### src/rtl/param_rr_arbiter.sv
// Round-robin arbiter driving a shared N:1 mux select plus a one-hot grant vector.
// Define ARB_HOLD_LIMIT_EN to force a rotation after MAX_HOLD cycles under contention.
module param_rr_arbiter #(
  parameter int unsigned N        = 8,
  parameter int unsigned MAX_HOLD = 4
) (
  input  logic                 clk,
  input  logic                 rst,
  input  logic [N-1:0]         req,
  output logic [N-1:0]         gnt,
  output logic [$clog2(N)-1:0] s,
  output logic                 valid
);

  localparam int unsigned SW = $clog2(N);

  typedef enum logic [0:0] {StIdle, StGrant} state_e;

  state_e          state_q, state_d;
  logic [N-1:0]    gnt_q, gnt_d;
  logic [SW-1:0]   s_q, s_d;
  logic            valid_q, valid_d;
  logic [SW-1:0]   ptr_q, ptr_d;

  logic [N-1:0]    one_n;
  logic [N-1:0]    others;
  logic            owner_drop;
  logic            forced;
  logic [SW-1:0]   ptr_nxt;
  logic [SW:0]     pick;

`ifdef ARB_HOLD_LIMIT_EN
  localparam int unsigned HW = (MAX_HOLD > 1) ? $clog2(MAX_HOLD) : 1;
  localparam logic [HW-1:0] HoldLast = HW'(MAX_HOLD - 1);
  logic [HW-1:0]   hold_cnt_q, hold_cnt_d;
`endif

  // Returns {found, index}; the lowest offset from start wins because it is assigned last.
  function automatic logic [SW:0] rr_pick(input logic [N-1:0] cand, input logic [SW-1:0] start);
    logic [SW:0]   res;
    int unsigned   idx;
    logic [SW-1:0] idx_w;
    res = '0;
    for (int i = int'(N) - 1; i >= 0; i--) begin
      idx = int'(start) + i;
      if (idx >= N) idx = idx - N;
      idx_w = idx[SW-1:0];
      if (cand[idx_w]) res = {1'b1, idx_w};
    end
    return res;
  endfunction

  assign one_n      = {{(N-1){1'b0}}, 1'b1};
  assign others     = req & ~gnt_q;
  assign owner_drop = ~|(req & gnt_q);
  assign ptr_nxt    = (s_q == SW'(N - 1)) ? '0 : s_q + 1'b1;

`ifdef ARB_HOLD_LIMIT_EN
  assign forced = (hold_cnt_q == HoldLast) && (|others);
`else
  assign forced = 1'b0;
`endif

  always_comb begin
    state_d = state_q;
    gnt_d   = gnt_q;
    s_d     = s_q;
    valid_d = valid_q;
    ptr_d   = ptr_q;
    pick    = '0;
`ifdef ARB_HOLD_LIMIT_EN
    hold_cnt_d = hold_cnt_q;
`endif

    unique case (state_q)
      StIdle: begin
        if (|req) pick = rr_pick(req, ptr_q);
      end
      StGrant: begin
        if (owner_drop || forced) begin
          // Owner is excluded from the scan so it can never win back immediately.
          ptr_d = ptr_nxt;
          pick  = rr_pick(others, ptr_nxt);
          if (!pick[SW]) begin
            state_d = StIdle;
            gnt_d   = '0;
            valid_d = 1'b0;
          end
        end else begin
`ifdef ARB_HOLD_LIMIT_EN
          if (hold_cnt_q != HoldLast) hold_cnt_d = hold_cnt_q + 1'b1;
`endif
        end
      end
      default: begin
        state_d = StIdle;
      end
    endcase

    if (pick[SW]) begin
      state_d = StGrant;
      gnt_d   = one_n << pick[SW-1:0];
      s_d     = pick[SW-1:0];
      valid_d = 1'b1;
`ifdef ARB_HOLD_LIMIT_EN
      hold_cnt_d = '0;
`endif
    end
  end

  always_ff @(posedge clk) begin
    if (rst) begin
      state_q <= StIdle;
      gnt_q   <= '0;
      s_q     <= '0;
      valid_q <= 1'b0;
      ptr_q   <= '0;
`ifdef ARB_HOLD_LIMIT_EN
      hold_cnt_q <= '0;
`endif
    end else begin
      state_q <= state_d;
      gnt_q   <= gnt_d;
      s_q     <= s_d;
      valid_q <= valid_d;
      ptr_q   <= ptr_d;
`ifdef ARB_HOLD_LIMIT_EN
      hold_cnt_q <= hold_cnt_d;
`endif
    end
  end

  assign gnt   = gnt_q;
  assign s     = s_q;
  assign valid = valid_q;

endmodule

### config.mk
export PLATFORM = sky130hd
export DESIGN_NAME = param_rr_arbiter
export DESIGN_NICKNAME = d
export VERILOG_FILES = /design/src/rtl/param_rr_arbiter.sv
export SDC_FILE = /design/constraint.sdc
export NUM_CORES = 1
export LEC_CHECK = 0
export ABC_AREA = 1
export CAP_MARGIN = 5
export CORE_ASPECT_RATIO = 0.8
export CORE_UTILIZATION = 45
export CTS_CLUSTER_SIZE = 20
export DETAILED_ROUTE_END_ITERATION = 10
export PLACE_DENSITY = 0.68
export SETUP_SLACK_MARGIN = 0.02
export SLEW_MARGIN = 20
export SYNTH_ARGS = -nofsm -noshare
export SYNTH_HDL_FRONTEND = slang
export SYNTH_SLANG_ARGS = --single-unit
### constraint.sdc
create_clock -name clk -period 5.76 [get_ports clk]
set_input_delay 0.576 -clock clk [delete_from_list [all_inputs] [get_ports clk]]
set_output_delay 0.576 -clock clk [all_outputs]
set_load 0.03 [all_outputs]
# Yosys cells after proc, flatten, opt, wreduce, memory -nomap -nowiden
# Index checks and enable logic that the tools add are counted.
# classes
mux,114
n_lt_le_gt_ge,32
addsub,31
bitwise_logic,5
n_shift,1
n_eq_ne,3
n_reduce_logical,5
# op_table
operator,count
$mux 3,49
$mux 4,20
$lt 3x4->1 const B,16
$ge 4x4->1 const B,14
$bmux 1 s3,16
$sub 3x1->3 const B,16
$add 3x3->4 const B,8
$mux 8,4
$mux 1,24
$add 3x2->4 const B,4
$and 8x8->8,2
$reduce_or 8->1,2
$add 3x1->4 const B,2
$ge 3x4->1 const B,2
$not 8->8,1
$pmux 4 s2,1
$shl 1x3->8 const A,1
$ne 2x2->1 const B,2
$add 3x1->3 const B,1
$eq 3x3->1 const B,1
$reduce_and 3->1,1
$not 1->1,2
$reduce_and 2->1,1
$reduce_bool 2->1,1
# word_totals
ff_bits,16
output_inout_bits,12
input_bits,10
word_cells,196

# Longest topological paths before layout
# depth
ltp_word,23
ltp_mapped,23

# Worst setup path after synthesis
# Ideal clock, no wire load.
# synth_timing
path_type,register to register
start,register s_q[0] (netlist: s[0])
end,register s_q[1] (netlist: s[1])
arrival_ns,2.779
synth_period_minus_slack_ns,2.895
n_path_buf,1
setup_time_ns,0.116
slack_ns,2.865
required_ns,5.644
path_stages_with_launch,24
cell_sequence,dfxtp_1 > ha_1 > ha_1 > inv_2 > nand2_4 > buf_12 > ha_1 > inv_1 > nand3_2 > nand2_1 > nand2_1 > nand2_2 > a21oi_1 > nand2_1 > nand2_1 > nand2_1 > nand2_1 > nand2_1 > nand2_1 > nand2_2 > a21oi_4 > nand2_1 > o211ai_1 > inv_1
# synth_via
elab_chain_cells,21
word_cells_on_any_way,78
classes_between,16 x add/sub; 8 x order compare; 1 x eq/ne; 53 x mux
# synth_rtl
item,line_no,source
start: declaration,21,"logic [SW-1:0] s_q, s_d;"
start signal: assignment,115,s_q <= '0;
start signal: assignment,124,s_q <= s_d;
$add 3x1->3 or $eq 3x3->1 (tied branches),56,assign ptr_nxt = (s_q == SW'(N - 1)) ? '0 : s_q + 1'b1;
$mux 3 (*),56,
$add 3x3->4,45,idx = int'(start) + i;
$ge 4x4->1 or $sub 3x1->3 (tied branches),46,if (idx >= N) idx = idx - N;
$mux 3,46,
$mux 3,80,if (owner_drop || forced) begin
$mux 3,75,unique case (state_q)
$bmux 1 s3,48,"if (cand[idx_w]) res = {1'b1, idx_w};"
$mux 1 (not written as such),48,
$mux 4 (7 in series),48,
$mux 4 (*),48,
$mux 4 (*),80,
$mux 4 (*),75,
$mux 4 (*),80,
$pmux 4 s2 (*),75,
# Mark *: on every way between the ends. The rest lies on a longest branch, timed or not. The select of a mux whose other input is x is not followed.
# A chain may end at the register's enable or synchronous reset.

# Final worst setup path
# Same ends and word-level chain as after synthesis.

==> flow_summary.ini <==
[yosys]
yosysSeqAreaShare_pct = 14.8
netlist_area_um2 = 2160
synthArstFlopShare_pct = 0
synthesis.nets = 392
synth_xor_area_share_pct = 3.13
avgSynthCellArea_um2 = 5.73
synth_mux_area_share_pct = 0
synth_cell_types = 37
synthCells = 377
synth-compound-area-share_pct = 11.6
ys_warn_count = 0
synthAdderAreaFrac_pct = 2.90
netlist.area_leader.share_pct = 23.5
ys_ff_latch = 16
synth_ff_type = dfxtp_1
synth_edf_count = 0
synth_top_family_by_area = simple AND/OR/NAND/NOR gates
synth.area.top_cells = nand2_1, dfxtp_1, nand3_1
yosysTopAreaCell = nand2_1
synthSimpleGateAreaFrac_pct = 55.1

[cts]
cts_hold_buf = 0
path_clk_slew_ps = 70
clock-root-buffer = clkbuf_8
cts_resized = 0
cts_tree = done
htreeDepth = 1
cts_buffers = 3
clock_path_buffers = 2
clock_latency_ps = 250
cts_sinks = 16
cts_setup_buffers = 0

[route]
dr_total_vias = 2320
drc = 0
postRouteAntennaNets = 0
avgRoutedWirePerCell_um = 12.5
avgViaCountPerCell = 5.08
drt_pass1_iterations = 6
routed_wl_um = 5700
dr.first_iter.drc_count = 184

[worst_hold_path]
hold_path.class = reg -> reg
min_path_cells = 2
hold_end = valid
hold_start = valid

[place]
gp_congestion = 0.870
io_buffers = 21
dp.final_hpwl_um = 4650

[setup_path]
crit_buf_inv = 5
critPathCaptureType = flip-flop
cpMaxStageDelayCell = ha_1
reg2reg_setup_slack_ps = 2670
r2r.worst_path.cells = 18
cpLargestDelayFamily = simple AND/OR/NAND/NOR gates
path_cells = ha_1 > ha_1 > inv_2 > nand2_4 > ha_1 > inv_1 > nand3_2 > nand2_1 > nand2_1 > nand2_2 > inv_1 > nand4_1 > nor4_2 > nand2_1 > nand2_2 > inv_1 > o211ai_1 > inv_1
worstPathRequired_ps = 5910
path_max_fanout = 11
path_class = reg -> reg
r2r_start = s[0]
cp-start-kind = flip-flop
arrival_ps = 3240
crit_top_cell = inv_1
rr_endpoint = s[1]
max_stage_delay_ps = 450

[finish]
drive_above_1_share_pct = 15.6
final_common_cell = nand2_1
insertedDiodeCount = 0
nets = 413
area_growth_syn_to_layout_pct = 13.7
most-common-layout-cells = nand2_1, nand3_1, inv_1

[sta]
fin_tns_setup_ps = 0
max_slew_margin_pct = 55.8
hold_viol = 0
fmax_ghz = 0.323
tightest_slew_ps = 657
slew_viol_final = 0
fin_crit_sh_pct = 53.7
period_minus_slack_ps = 3090
rsz0062_at_grt = false
setup_violations = 0
skew_ps = 2.24

[flow_run]
drv_cap = 0

[global_route]
grt_max_degree = 13
antenna_found_initial = 0
grtUsageTotal_pct = 23.5
grt_overflow_total = 0
grt_pass1_vias = 2019
grt_pass1_wl_um = 9580

[outcome]
outcome = finished, final reports clean

[floorplanning]
die_area_um2 = 5080
initial_core_util_pct = 47.0
die_y_um = 64.0
io_pins = 22
design.core.area_um2 = 4600
fp.dieW_um = 79.5
fp-row-count = 22
final cells by class:
cell class,instances,area (um2)
multi-input cells,297,1570
clock buffers,4,55.1
repair buffers,21,210
flip-flops and latches,16,320
well taps,60,75.1
fillers,481,2140
inverters,59,225
cell usage after synthesis, types with 4 or more instances:
cell type  count
nand2_2       21
dfxtp_1       16
nand3_1       58
a21oi_1       28
nand2_4       10
inv_2          9
ha_1           5
o21ai_0        4
nand2_1      135
nand3_2        5
inv_1         46
nor2_1         6
kinds of logic (layout without fill, tap and decap cells):
| family | count (synthesis) | count (layout) |
|---|---|---|
| adder cells (fa/ha/maj) | 5 | 5 |
| AND/OR/NAND/NOR | 243 | 243 |
| XOR/XNOR | 6 | 6 |
| AO/OA/AOI/OAI | 43 | 43 |
| flip-flops | 16 | 16 |
| buffers and inverters | 64 | 84 |
stage by stage:
| step | hold slack (ps) | util [%] | area [um2] | worst slack [ps] | std cells |
|---|---|---|---|---|---|
| after floorplan | 539 | - | 2160 | 2860 | 377 |
| final | 484 | 53.5 | 2460 | 2670 | 457 |
| after CTS | 484 | 53.5 | 2460 | 2670 | 457 |
| after detailed placement | 466 | 52.3 | 2400 | 2680 | 453 |
| after global placement | 471 | 52.3 | 2400 | 2780 | 453 |
| after global routing | 501 | 53.5 | 2460 | 2400 | 457 |
worst max path at each step:
| stage | from | end | slack [ps] | cells after the start |
|---|---|---|---|---|
| after floorplan | s[0] | s[1] | 2860 | 23 |
| after global placement | s[0] | gnt[0] | 2780 | 21 |
| after detailed placement | s[0] | s[1] | 2680 | 18 |
| after CTS | s[0] | s[1] | 2670 | 18 |
| after global routing | s[0] | s[1] | 2400 | 18 |
| final | s[0] | s[1] | 2670 | 18 |
tightest hold or removal path, stage by stage, from the launching register on:
cell	delay (ps)
dfxtp_1	320
nand2_1	60
a21oi_1	60
state kept, by name, summed over array words and instances, names as in the netlist:
register  flops
s             3
ptr_q         3
gnt           8
valid         1
state_q       1
routing by layer:
metal / global-route usage, % / share of wire, %
met3: 3.29 / 5.7
met5: 0 / 0
met2: 35.7 / 42
met4: 4.09 / 1.4
met1: 35.1 / 51
Power is not shown: default switching activity piles up to over one toggle a cycle in this logic, so the estimate is an artifact.
